===== src/rtl/uart_sin_rx.sv =====
// 8N1 serial receiver for the uart_sin pad: two-flop synchroniser, mid-bit sampling
// at a fixed baud divisor, valid/ready byte delivery with framing/overrun pulses.
module uart_sin_rx #(
  parameter int unsigned BAUD_DIV = 434
) (
  input  logic       clk,
  input  logic       rst,
  input  logic       uart_sin,
  output logic [7:0] rx_data,
  output logic       rx_valid,
  input  logic       rx_ready,
  output logic       frame_err,
  output logic       overrun,
  output logic       rx_busy
);

  localparam int unsigned HALF        = BAUD_DIV / 2;
  localparam logic [15:0] HALF_RELOAD = 16'(HALF - 1);
  localparam logic [15:0] FULL_RELOAD = 16'(BAUD_DIV - 1);

  typedef enum logic [1:0] {
    ST_IDLE,
    ST_START,
    ST_DATA,
    ST_STOP
  } state_e;

  state_e      r_state;
  state_e      w_state_nxt;

  logic        r_s1;
  logic        r_s2;
  logic [15:0] r_cnt;
  logic [2:0]  r_bit_idx;
  logic [7:0]  r_shift;
  logic        r_armed;
  logic [7:0]  r_rx_data;
  logic        r_rx_valid;
  logic        r_frame_err;
  logic        r_overrun;

  logic        w_cnt_zero;
  logic        w_cnt_load;
  logic [15:0] w_cnt_reload;
  logic        w_shift_en;
  logic        w_idx_clr;
  logic        w_stop_smp;
  logic        w_good;
  logic        w_bad;
  logic        w_xfer;
  logic        w_load;

  // The pad is asynchronous; only r_s2 is used by the receiver.
  always_ff @(posedge clk) begin
    if (rst) begin
      r_s1 <= 1'b1;
      r_s2 <= 1'b1;
    end else begin
      r_s1 <= uart_sin;
      r_s2 <= r_s1;
    end
  end

  always_ff @(posedge clk) begin
    if (rst) begin
      r_state <= ST_IDLE;
    end else begin
      r_state <= w_state_nxt;
    end
  end

  assign w_cnt_zero = (r_cnt == '0);

  always_comb begin
    w_state_nxt  = r_state;
    w_cnt_load   = 1'b0;
    w_cnt_reload = '0;
    w_shift_en   = 1'b0;
    w_idx_clr    = 1'b0;
    w_stop_smp   = 1'b0;
    case (r_state)
      ST_IDLE: begin
        if (!r_s2 && r_armed) begin
          w_state_nxt  = ST_START;
          w_cnt_load   = 1'b1;
          w_cnt_reload = HALF_RELOAD;
        end
      end
      ST_START: begin
        if (w_cnt_zero) begin
          if (r_s2) begin
            w_state_nxt = ST_IDLE;
          end else begin
            w_state_nxt  = ST_DATA;
            w_idx_clr    = 1'b1;
            w_cnt_load   = 1'b1;
            w_cnt_reload = FULL_RELOAD;
          end
        end
      end
      ST_DATA: begin
        if (w_cnt_zero) begin
          w_shift_en   = 1'b1;
          w_cnt_load   = 1'b1;
          w_cnt_reload = FULL_RELOAD;
          if (r_bit_idx == 3'd7) begin
            w_state_nxt = ST_STOP;
          end
        end
      end
      ST_STOP: begin
        if (w_cnt_zero) begin
          w_stop_smp  = 1'b1;
          w_state_nxt = ST_IDLE;
        end
      end
      default: w_state_nxt = ST_IDLE;
    endcase
  end

  always_ff @(posedge clk) begin
    if (rst) begin
      r_cnt     <= '0;
      r_bit_idx <= '0;
      r_shift   <= '0;
    end else begin
      if (w_cnt_load) begin
        r_cnt <= w_cnt_reload;
      end else if (!w_cnt_zero) begin
        r_cnt <= r_cnt - 16'd1;
      end
      if (w_idx_clr) begin
        r_bit_idx <= '0;
      end else if (w_shift_en) begin
        r_bit_idx <= r_bit_idx + 3'd1;
      end
      if (w_shift_en) begin
        r_shift <= {r_s2, r_shift[7:1]};
      end
    end
  end

  assign w_good = w_stop_smp & r_s2;
  assign w_bad  = w_stop_smp & ~r_s2;
  assign w_xfer = r_rx_valid & rx_ready;
  assign w_load = w_good & (~r_rx_valid | rx_ready);

  // Disarmed by a framing error so a held-low line (break) cannot retrigger.
  always_ff @(posedge clk) begin
    if (rst) begin
      r_armed <= 1'b1;
    end else if (w_bad) begin
      r_armed <= 1'b0;
    end else if (r_state == ST_IDLE && r_s2) begin
      r_armed <= 1'b1;
    end
  end

  always_ff @(posedge clk) begin
    if (rst) begin
      r_rx_data   <= '0;
      r_rx_valid  <= 1'b0;
      r_frame_err <= 1'b0;
      r_overrun   <= 1'b0;
    end else begin
      if (w_load) begin
        r_rx_data  <= r_shift;
        r_rx_valid <= 1'b1;
      end else if (w_xfer) begin
        r_rx_valid <= 1'b0;
      end
      r_frame_err <= w_bad;
      r_overrun   <= w_good & r_rx_valid & ~rx_ready;
    end
  end

  assign rx_data   = r_rx_data;
  assign rx_valid  = r_rx_valid;
  assign frame_err = r_frame_err;
  assign overrun   = r_overrun;
  assign rx_busy   = (r_state != ST_IDLE);

endmodule

===== config.mk =====
export PLATFORM = sky130hd
export DESIGN_NAME = uart_sin_rx
export DESIGN_NICKNAME = d
export VERILOG_FILES = /design/src/rtl/uart_sin_rx.sv
export SDC_FILE = /design/constraint.sdc
export NUM_CORES = 1
export LEC_CHECK = 0
export BUFFER_PORTS_ARGS = -buffer_cell sky130_fd_sc_hd__buf_2
export CAP_MARGIN = 40
export CORE_MARGIN = 4
export CORE_UTILIZATION = 58
export CTS_CLUSTER_DIAMETER = 30
export CTS_CLUSTER_SIZE = 16
export DETAILED_ROUTE_END_ITERATION = 8
export GPL_TIMING_DRIVEN = 0
export PLACE_DENSITY_LB_ADDON = 0.15
export SLEW_MARGIN = 10
export SYNTH_ARGS = -nofsm -noshare
export SYNTH_HDL_FRONTEND = slang
export SYNTH_SLANG_ARGS = --single-unit

===== constraint.sdc =====
create_clock -name clk -period 2.4 [get_ports clk]
set_clock_uncertainty 0.15 [all_clocks]
set_input_delay 0.6 -clock clk [delete_from_list [all_inputs] [get_ports clk]]
set_output_delay 0.6 -clock clk [all_outputs]
set_load 0.01 [all_outputs]

==> flow_summary.ini <==
[outcome]
status = complete, no violations

[clock_network]
htree_levels = 2
cts_num_sinks = 43
numCtsBuffers = 5
clkLatencyLatePin_ps = 360
tritoncts = done
cts_hold_buf = 0
cts_resized = 0
clkSlewWorstSetupHoldPaths_ps = 130
root_buffer = clkbuf_4
cts_setup_buffers = 0
clk_path_buf_depth = 2

[synth]
synth.largest_area_cell = dfxtp_1
syn_area_per_cell_um2 = 9.03
synthFlopType = dfxtp_1
synth_top_family_by_area = simple AND/OR/NAND/NOR gates
synth_top_area_frac = 0.448
synth_area_um2 = 1920
yosysMostFrequentCell = dfxtp_1
synth-compound-area-share = 0.139
synth_xor_area_frac = 0.0455
synth_nets = 221
async_flop_share = 0
synthMuxAreaShare = 0.0416
yosys.area_share.simple = 0.269
yosys-top-cells-area = dfxtp_1 45%, nand2_1 6.2%, a21oi_1 5.5%
synth_cell_types = 45
ys_ff_latch = 43
synth_cells = 213
synth_fa_ha_area_frac = 0.0260
ys.warnings.count = 0
synth_commonest_cells = 43 x dfxtp_1, 32 x nand2_1, 25 x nor2_1, 21 x a21oi_1
synth_edf_count = 0
yosysSeqAreaShare = 0.448

[final_layout]
nets = 242
final_util = 0.688
area_growth_pct = 11.0
diodes = 0
drive_above_1_share = 0.170
fin_area_um2 = 2130

[die]
die_x_um = 65.6
std_cell_rows = 20
ios = 16
die_area_um2 = 4300
start_util = 0.620
die_h_um = 65.6
core_um2 = 3100

[pwr]
switching_share = 0.392
pwr-share-clk = 0.182
ir_drop_v = 0.000715
seqPwrFrac = 0.407
p_comb_frac = 0.411
power.switching_mw = 0.986
power.density_nw_per_um2 = 1180
leakagePower_nw = 0.914
p_int_mw = 1.53

[routing]
drtPass1Iterations = 4
avgRoutedWirePerCell_um = 14.1
vias_per_cell = 5.76
drtIter0Drc = 111
drc = 0
postRouteAntennaNets = 0
vias = 1608
wirelength_mm = 3.92

[hold_path]
hold_class = in -> reg
whs_endpoint = r_s1
worstHoldStart = uart_sin
worst_hold_path.num_cells = 2

[setup_path]
reg2reg_depth = 9
critPathBufInv = 3
crit_chain = inv_1 > ha_1 > nor4b_1 > and4_4 > buf_6 > a211o_1 > buf_6 > or4_1 > nand2_1
arrival_ps = 2470
path_class = reg -> reg
path_common_cell = buf_6
crit_family = simple AND/OR/NAND/NOR gates
crit_path_top_delay_cell = or4_1
timing.rr.start = r_cnt[0]
crit_path_end_kind = flop
crit_fanout = 9
slowest_delay_ps = 470
r2r_end = r_cnt[9]
rrSetupSlack_ps = 80
startpoint_type = flop
required_ps = 2560

[timing]
rsz0062_at_grt = no
hold_viol = 0
fmax_ghz = 0.432
period_share = 0.966
worst_pin_slew_ps = 775
setup_tns_ps = 0
slew_viol_final = 0
setup_viol = 0
relSlewSlack = 0.482
finalCriticalPeriod_ps = 2320
fin_ws_ps = 82.8

[grt]
grt_pass1_vias = 1456
grtUsageTotal = 0.203
grt_overflow = 0
antenna_found_initial = 0
grt_pass1_wl_mm = 6.69
grt_max_degree = 15

[place]
gp_congestion = 0.846
hpwl_mm = 2.83
dp_worst_setup_slack_ps = 128
placed_area_um2 = 2050
numPortBuffers = 14

[flow_run]
drv_cap = 0
## metal layers
| metal | vias to the layer above | track usage | routed length (um) |
|---|---|---|---|
| met5 | - | 0 | 0 |
| met4 | 0 | 0.0855 | 72 |
| met3 | 8 | 0.0427 | 142 |
| met2 | 25 | 0.332 | 1870 |
| met1 | 779 | 0.258 | 1840 |
| li1 | 796 | - | - |
## placed cells by master, fill, tap and decap left out, types with 3 or more instances in the layout
master	instances
o211ai_1	5
clkbuf_4	5
or3_1	3
xor2_1	8
nor2_1	25
or2_2	4
nand2_1	32
a21o_1	3
dfxtp_1	43
a21oi_1	21
o21ai_0	4
mux2i_1	8
ha_1	4
clkbuf_1	4
a211oi_1	4
buf_2	17
## power by group through the flow
stage | Combinational, mW | Sequential, mW | Clock, mW
5_1_grt | 1.14 | 1.04 | 0.502
3_5_place_dp | 1.01 | 1.03 | 0
6_report | 1.03 | 1.02 | 0.458
3_3_place_gp | 0.967 | 1.02 | 0
4_1_cts | 1.02 | 1.02 | 0.466
2_1_floorplan | 0.846 | 0.997 | 0
## worst register-to-register path, cell delays in order, from the launching register on
cell	delay (ps)
dfxtp_1	360
inv_1	80
ha_1	220
nor4b_1	160
and4_4	220
buf_6	130
a211o_1	260
buf_6	140
or4_1	470
nand2_1	80
## logic make-up after synthesis
logic type	count (synthesis)
mux	8
fa+ha+maj	4
xor+xnor	10
compound gates	44
flops	43
buf+inv	11
simple gates	93
## worst max path at each step
stage | from | to | slack (ps) | cells past startpoint
floorplan | r_cnt[0] | r_cnt[9] | 280 | 9
global placement | r_cnt[0] | r_cnt[9] | 170 | 9
detailed placement | r_cnt[0] | r_cnt[9] | 130 | 9
CTS | r_cnt[0] | r_cnt[9] | 80 | 9
global route | r_cnt[0] | r_cnt[9] | 20 | 9
finish | r_cnt[0] | r_cnt[9] | 80 | 9
## final cells by class
| type | count | area (um^2) |
|---|---|---|
| multi-input cells | 159 | 1010 |
| clock buffers | 5 | 37.5 |
| flip-flops and latches | 43 | 861 |
| repair buffers | 14 | 70.1 |
| plain buffers | 9 | 52.6 |
| well taps | 44 | 55.1 |
| fillers | 282 | 968 |
| inverters | 2 | 7.51 |
| clock inverters | 3 | 43.8 |
## registers in the layout, summed over array words and instances, names as in the netlist, named ones only
name and cells:
r_state 1, frame_err 1, r_cnt 16, r_shift 8
r_bit_idx 3, r_armed 1, rx_valid 1, overrun 1
r_s2 1, r_s1 1, rx_data 8
## through the flow
| stage | hold slack, ps | power, mW | std cells |
|---|---|---|---|
| global route | 270 | 2.69 | 279 |
| finish | 276 | 2.51 | 279 |
| detailed placement | 253 | 2.04 | 271 |
| CTS | 268 | 2.50 | 279 |
| floorplan | 239 | 1.84 | 213 |
| global placement | 249 | 1.99 | 271 |
No activity file was read; power rests on OpenSTA's default activity.
